`src/rtl/serial_frame_tx.sv`:
```
// Parallel-to-serial frame transmitter: start bit, MSB-first data, optional even parity, stop bit.
// Define SERIAL_PARITY_EN to insert the parity bit between the data LSB and the stop bit.
module serial_frame_tx #(
  parameter int WIDTH = 8
) (
  input  logic             clk,
  input  logic             rst,
  input  logic [WIDTH-1:0] data_in,
  input  logic             valid_in,
  output logic             ready_out,
  output logic             serial_out,
  output logic             busy,
  output logic             done
);

  localparam int CW = (WIDTH > 1) ? $clog2(WIDTH) : 1;
  localparam logic [CW-1:0] LAST_BIT = CW'(WIDTH - 1);

`ifdef SERIAL_PARITY_EN
  typedef enum logic [2:0] {
    IDLE   = 3'd0,
    START  = 3'd1,
    DATA   = 3'd2,
    PARITY = 3'd3,
    STOP   = 3'd4
  } state_t;

  function automatic logic even_parity(input logic [WIDTH-1:0] word);
    even_parity = ^word;
  endfunction
`else
  typedef enum logic [2:0] {
    IDLE  = 3'd0,
    START = 3'd1,
    DATA  = 3'd2,
    STOP  = 3'd4
  } state_t;
`endif

  state_t           state;
  state_t           state_next;
  logic [WIDTH-1:0] shreg;
  logic [WIDTH-1:0] shreg_next;
  logic [CW-1:0]    cnt;
  logic [CW-1:0]    cnt_next;
  logic             serial_next;
  logic             busy_next;
  logic             done_next;
  logic             accept;
`ifdef SERIAL_PARITY_EN
  logic [WIDTH-1:0] par_word;
`endif

  // ready is the only output not registered, so an accept is possible on the first edge after reset release
  assign ready_out = (state == IDLE) && !rst;
  assign accept    = valid_in && ready_out;

  // Next-state, shift register and counter decode
  always_comb begin
    state_next = state;
    shreg_next = shreg;
    cnt_next   = cnt;
    case (state)
      IDLE: begin
        if (accept) begin
          state_next = START;
          shreg_next = data_in;
          cnt_next   = '0;
        end else begin
          state_next = IDLE;
        end
      end
      START: begin
        state_next = DATA;
      end
      DATA: begin
        shreg_next = {shreg[WIDTH-2:0], 1'b0};
        cnt_next   = cnt + CW'(1);
        if (cnt == LAST_BIT) begin
`ifdef SERIAL_PARITY_EN
          state_next = PARITY;
`else
          state_next = STOP;
`endif
        end else begin
          state_next = DATA;
        end
      end
`ifdef SERIAL_PARITY_EN
      PARITY: begin
        state_next = STOP;
      end
`endif
      STOP: begin
        state_next = IDLE;
      end
      default: begin
        state_next = IDLE;
      end
    endcase
  end

  // Outputs are precomputed from the next state so they come straight out of flops
  always_comb begin
    serial_next = 1'b1;
    busy_next   = (state_next != IDLE);
    done_next   = (state_next == STOP);
    case (state_next)
      IDLE:   serial_next = 1'b1;
      START:  serial_next = 1'b0;
      DATA:   serial_next = shreg_next[WIDTH-1];
`ifdef SERIAL_PARITY_EN
      PARITY: serial_next = even_parity(par_word);
`endif
      STOP:   serial_next = 1'b1;
      default: serial_next = 1'b1;
    endcase
  end

  // State, datapath and output registers
  always_ff @(posedge clk or posedge rst) begin
    if (rst) begin
      state      <= IDLE;
      shreg      <= '0;
      cnt        <= '0;
      serial_out <= 1'b1;
      busy       <= 1'b0;
      done       <= 1'b0;
    end else begin
      state      <= state_next;
      shreg      <= shreg_next;
      cnt        <= cnt_next;
      serial_out <= serial_next;
      busy       <= busy_next;
      done       <= done_next;
    end
  end

`ifdef SERIAL_PARITY_EN
  // Parity is taken from an untouched copy of the accepted word, not the shifting register
  always_ff @(posedge clk or posedge rst) begin
    if (rst) begin
      par_word <= '0;
    end else if (accept) begin
      par_word <= data_in;
    end else begin
      par_word <= par_word;
    end
  end
`endif

endmodule

```
`config.mk`:
```
export PLATFORM = sky130hd
export DESIGN_NAME = serial_frame_tx
export DESIGN_NICKNAME = d
export VERILOG_FILES = /design/src/rtl/serial_frame_tx.sv
export SDC_FILE = /design/constraint.sdc
export NUM_CORES = 1
export LEC_CHECK = 0
export CAP_MARGIN = 20
export CORE_ASPECT_RATIO = 1.2
export CORE_MARGIN = 1.5
export CORE_UTILIZATION = 45
export DETAILED_ROUTE_END_ITERATION = 7
export DONT_BUFFER_PORTS = 1
export GPL_TIMING_DRIVEN = 0
export PLACE_DENSITY_LB_ADDON = 0.08
export SETUP_SLACK_MARGIN = 0.02
export SYNTH_ARGS = -nofsm -noshare
export SYNTH_HDL_FRONTEND = slang
export SYNTH_SLANG_ARGS = --single-unit
```
`constraint.sdc`:
```
create_clock -name clk -period 3.8 [get_ports clk]
set_clock_uncertainty 0.1 [all_clocks]
set_input_delay 1.14 -clock clk [delete_from_list [all_inputs] [get_ports clk]]
set_output_delay 1.14 -clock clk [all_outputs]
set_load 0.005 [all_outputs]
```
==> Flow_metrics.wiki <==
{| class="wikitable"
! Metric !! Value
|-
| Count of max-cap constraint violations || 0
|-
| Required arrival time at the worst endpoint || 2.56 ns
|-
| WL/cell || 15.9 µm
|-
| Slew Viols, Final || 0
|-
| Static leakage power || 0.000395 µW
|-
| CP max-delay cell || nor4_2
|-
| Floorplan die width || 41.5 µm
|-
| Gpl congestion || 0.737
|-
| Top post-synthesis cells by area || dfrtp_1 50%, a22o_1 9.8%, a221o_1 7.5%
|-
| Part of the power in the clock network || 0.150
|-
| Final routed wirelength across all metal layers || 1400 µm
|-
| Design Power || 636 µW
|-
| Wire length of the first global-routing pass || 2470 µm
|-
| Status || finished clean
|-
| Grt total ovfl || 0
|-
| Area delta synth->final || 6.08%
|-
| Top-level I/O count || 15
|-
| Async set or reset register ratio after synthesis || 1.00
|-
| Crit path max-delay family || simple AND/OR/NAND/NOR gates
|-
| Cell area after synthesis || 802 µm²
|-
| Via count of the routed design || 532
|-
| Starting DRT DRC Count || 6
|-
| Clock latency on the worst-skew pair || 0.28 ns
|-
| Worst path cell trace || nor4_2
|-
| Post-synth EDFFs || 0
|-
| Cells after Synth || 66
|-
| FMAX || 388 MHz
|-
| Master cell of the clock root buffer || clkbuf_4
|-
| Area fraction of the dominant cell type after synthesis || 0.499
|-
| Number of remaining DRC errors || 0
|-
| VDD IR max || 289 µV
|-
| Level count of the clock H-tree || 1
|-
| Cell variety after synth || 26
|-
| CTS clk-pin slew, worst paths || 0.09 ns
|-
| Via density per instance || 6.05
|-
| Crit path setup slack, layout || 1.22 ns
|-
| Minimum setup slack among reg-to-reg paths || 2.22 ns
|-
| Chip height || 49.2 µm
|-
| Post-cts resize count || 0
|-
| Inserted Diodes || 0
|-
| Final period util || 0.678
|-
| Unrepaired setup endpoints after global routing || no
|-
| Clk buf depth || 2
|-
| Seq cells post-synth || 17
|-
| Pre-CTS WS || 1.21 ns
|-
| Max-Slew Margin vs Limit || 0.579
|-
| Main synth FF type || dfrtp_1
|-
| Net count of the finished layout || 84
|-
| Port Buffers || 0
|-
| Fraction of final layout cells with drive strength greater than 1 || 0.200
|-
| Number of hold-repair buffers added at the cts stage || 0
|-
| Number of global-route vias before repair || 532
|-
| Detailed Routing Iterations Pass 1 || 4
|-
| Synth Net Count || 79
|-
| Total global routing track utilization || 0.163
|-
| Share of synthesized area occupied by flip-flops and latches || 0.532
|-
| Count of standard-cell rows || 16
|-
| Switching power of the nets || 209 µW
|-
| CTS tree || built
|-
| Endpoint kind of the worst setup timing path || output port
|-
| Final Hold Viols || 0
|-
| Maximum number of pins on one net before global-route repair || 18
|-
| Standard cell area after detailed placement || 825 µm²
|-
| Initial Util || 0.483
|-
| Count of antenna-violating nets left after detailed routing || 0
|-
| Synthesized area per cell || 12.2 µm²
|-
| Fin crit period || 2.58 ns
|-
| TritonCTS Sinks || 17
|-
| Final Cell Area || 851 µm²
|-
| Share of power burned in registers || 0.474
|-
| Post-CTS repair timing setup buffer count || 0
|-
| Combinational Power Share || 0.377
|-
| Most frequent cell after synthesis || dfrtp_1
|-
| Post-Route Setup TNS || 0 ns
|-
| Total of warnings raised by yosys || 0
|-
| Post-DP HPWL || 965 µm
|-
| Setup-violating endpoint count in the final report || 0
|-
| Post-synthesis cell type with the largest combined area || dfrtp_1
|-
| Worst path buffer plus inverter count || 0
|-
| Slowest stage delay, CP || 0.20 ns
|-
| Switching part of the total || 0.329
|-
| Power per cell area || 747 nW/µm²
|-
| Number of buffers inserted during clock tree synthesis || 3
|-
| Antenna violations before repair || 0
|-
| Sort of element at the start of the critical path || input port
|-
| Class of the tightest hold or removal check || register to register
|-
| Placeable core region || 1660 µm²
|-
| Number of filler cells placed in the layout || 157
|-
| Classification of the worst setup path || input port to output port
|-
| Total Die Area || 2050 µm²
|-
| Most numerous cell types in the synthesized netlist || 16 x dfrtp_1, 9 x a22o_1, 6 x a221o_1, 4 x nor2_1
|-
| Max FO, Critical Path || 3
|-
| Internal Pwr Total || 426 µW
|-
| Worst Tran Pin Value || 0.631 ns
|-
| Arrival time of the worst setup path || 1.34 ns
|}
## cell type report
| type | instances | area, µm² | area share |
|---|---|---|---|
| sequential | 17 | 427 | 0.501 |
| multi-input combinational | 42 | 334 | 0.393 |
| inverter | 2 | 7.51 | 0.00882 |
| buffer | 5 | 33.8 | 0.0397 |
| tap | 18 | 22.5 | 0.0265 |
| clock buffer | 4 | 26.3 | 0.0309 |
## sequential cells by signal, summed over array words and instances, names as in the netlist
register    flops
busy            1
cnt             3
done            1
serial_out      1
shreg           8
state           3
## worst register-to-register path, delay by kind of cell, from the launching register on
family | cells | cell delay [ns]
AO/OA/AOI/OAI | 2 | 0.50
buffers and inverters | 2 | 0.29
flip-flops | 1 | 0.38
AND/OR/NAND/NOR | 1 | 0.20
## routing by layer
metal	vias to the layer above	GRT usage	wire (µm)
met1	255	0.221	634
met2	16	0.237	672
met4	0	0.102	16
met5	-	0	0
li1	259	-	-
met3	2	0.0333	73
## power groups by stage
stage / registers (µW) / logic [µW] / clock network [µW]
5_1_grt: 310 / 271 / 111
2_1_floorplan: 294 / 206 / 0
4_1_cts: 302 / 244 / 99.0
6_report: 301 / 239 / 95.1
3_3_place_gp: 304 / 237 / 0
3_5_place_dp: 304 / 244 / 0
## final timing paths
check                                     startpoint                   end  depth (start not counted)
worst min register to register  shreg[0]$_DFFE_PP0P_  shreg[0]$_DFFE_PP0P_                          1
min in group asynchronous                        rst    state[2]$_DFF_PP0_                          1
worst min-delay path            shreg[0]$_DFFE_PP0P_  shreg[0]$_DFFE_PP0P_                          1
worst max register to register    state[0]$_DFF_PP0_  shreg[2]$_DFFE_PP0P_                          5
max in group asynchronous                        rst  shreg[3]$_DFFE_PP0P_                          1
worst max-delay path                             rst             ready_out                          1
## kinds of logic (layout without fill, tap and decap cells)
kind of cell	count (synthesis)	after routing	synth area share
muxes	1	1	0.0140
AOI/OAI and AO/OA	22	22	0.236
DFF	17	17	0.532
buffers and inverters	7	11	0.0515
and+or+nand+nor	17	17	0.136
adders and majority gates	2	2	0.0312
## per-stage QoR
step	hold WS [ns]	utilization	cells
global placement	0.393	0.496	84
global route	0.453	0.512	88
floorplan	0.374	-	66
CTS	0.423	0.512	88
finish	0.419	0.512	88
detailed placement	0.395	0.496	84
## cell usage in the layout, fill, tap and decap left out, drive strengths merged
cell type  instances
dfrtp             16
a22o               9
a221o              6
buf                5
nor2               4
clkbuf             4
and2               3
a21oi              3
nor2b              2
inv                2
ha                 2
or2                2
nor3b              1
o21ai              1
mux2               1
nor4               1
or2b               1
or3b               1
nor3               1
a2111oi            1
nor4b              1
a21o               1
o21bai             1
dfstp              1
Note: power is estimated with default switching activity, not from simulation.
==> RTL change (config.mk and constraints unchanged) <==
`WIDTH`: 8 -> 16.
--- a/src/rtl/serial_frame_tx.sv
+++ b/src/rtl/serial_frame_tx.sv
@@ -2,5 +2,5 @@
 // Define SERIAL_PARITY_EN to insert the parity bit between the data LSB and the stop bit.
 module serial_frame_tx #(
-  parameter int WIDTH = 8
+  parameter int WIDTH = 16
 ) (
   input  logic             clk,
Ports: changed (resized data_in); port bits go from 15 to 23. No check against the original RTL was run, so the function may have changed too.
==> RTL change against the unedited design <==
- final area rose by 57%
- synthesized area rose by 54%
- wire length rose by 74%
- sequential cell count rose by 9
- core utilization rose by 0.74 points
- maximum frequency fell by 1.2%
- count of clock-buffer cells in the layout did not move
- largest power group unchanged
- setup slack got worse by 0.033 ns
- total power rose by 48%
- cell count rose by 61%
==> RTL change: results (changes against the unedited design) <==
status=finished clean; CP Max Fanout=10 (+7); worst slew pin tran=0.505 ns (-0.127 ns); worst r2r path cells=6 (+1); internal power=0.000626 W (+47%); Final HPWL DP=1680 microns (+74%); via count=857 (+61%); CP arrival=1.37 ns (+0.03 ns); first-pass GRT wire length=4130 microns (+67%); Max stage delay on crit path=0.39 ns (+0.19 ns); Worst-Skew Late Latency=0.32 ns (+0.04 ns); top flop regs=shreg x16, cnt x4, state x3; Synth area leaders=dfrtp_1 (51%), a221o_1 (11%), and3_1 (7.1%); Post-synth top cells=dfrtp_1 (25), a221o_1 (14), and3_1 (14); Seq group=0.000442 W (+47%); post-synthesis sequential area ratio=52.8% (-0.36 points); FF-to-FF End=shreg[4]; Unique masters post-synth=34 (+31%); initial DRC count=29 (+23); Net Count, Synth=124 (+57%); vias in the first global route=851 (+60%); largest net degree at the start of global routing=28 (+10); clk slew on worst S/H paths=0.14 ns (+0.05 ns); Placement Cell Area=1270 sq um (+55%); routed wire length=2430 microns (+74%); Flop pwr share=47.1% (-0.3 points); DP Worst Slack=0.898 ns (-0.314 ns); Total Routing Usage GR=18.0% (+1.7 points); gpl congestion=0.714 (-3.0%); layout net count=130 (+55%)
RTL change: changes by cell type after synthesis, sizes merged, moves of 2 or more:
cell and delta:
and3 +14, mux2i +2, buf +2, a221o +8
clkbuf +2, a22o -8, nand2 +3, dfrtp +9
and2 -3, o21ai +2, nand3 +5
RTL change: layout make-up:
type                    instances  area, sq um
multi-input cells              66          493
flip-flops and latches         26          652
fillers                       231         1240
well taps                      33         41.3
inverters                       3         11.3
clock buffers                   4         36.3
repair buffers                  1         27.5
plain buffers                   9         77.6
RTL change: per-layer routing:
metal | wire length (microns) | vias up | share of wire [%] | global-route usage, %
met3 | 106 | 2 | 4.4 | 2.96
met4 | 10 | 0 | 0.41 | 6.95
met1 | 1170 | 427 | 48 | 26.2
met5 | 0 | - | 0 | 0
met2 | 1140 | 21 | 47 | 27.4
li1 | - | 407 | - | -
RTL change: worst max-delay path by stage:
stage | start | to | slack [ns] | depth (start not counted)
after CTS | state[1] | ready_out | 1.16 | 3
final | state[1] | ready_out | 1.19 | 3
after global placement | rst | shreg[4] | 0.94 | 5
after detailed placement | rst | shreg[7] | 0.90 | 5
after global routing | state[1] | ready_out | 1.10 | 3
after floorplan | rst | ready_out | 1.23 | 1
RTL change: per-stage QoR:
stage	cells	utilization (%)
after floorplan	104	-
after global placement	137	49.5
after detailed placement	137	49.5
after CTS	141	50.9
after global routing	142	51.9
final	142	51.9
RTL change: kinds of logic (layout without fill, tap and decap cells):
| logic type | Yosys count | in the layout | share of synthesized area (%) |
|---|---|---|---|
| buf+inv | 12 | 17 | 7.20 |
| simple gates | 35 | 35 | 17.5 |
| mux | 3 | 3 | 2.54 |
| fa+ha+maj | 1 | 1 | 1.01 |
| compound gates | 27 | 27 | 18.9 |
| flops | 26 | 26 | 52.8 |
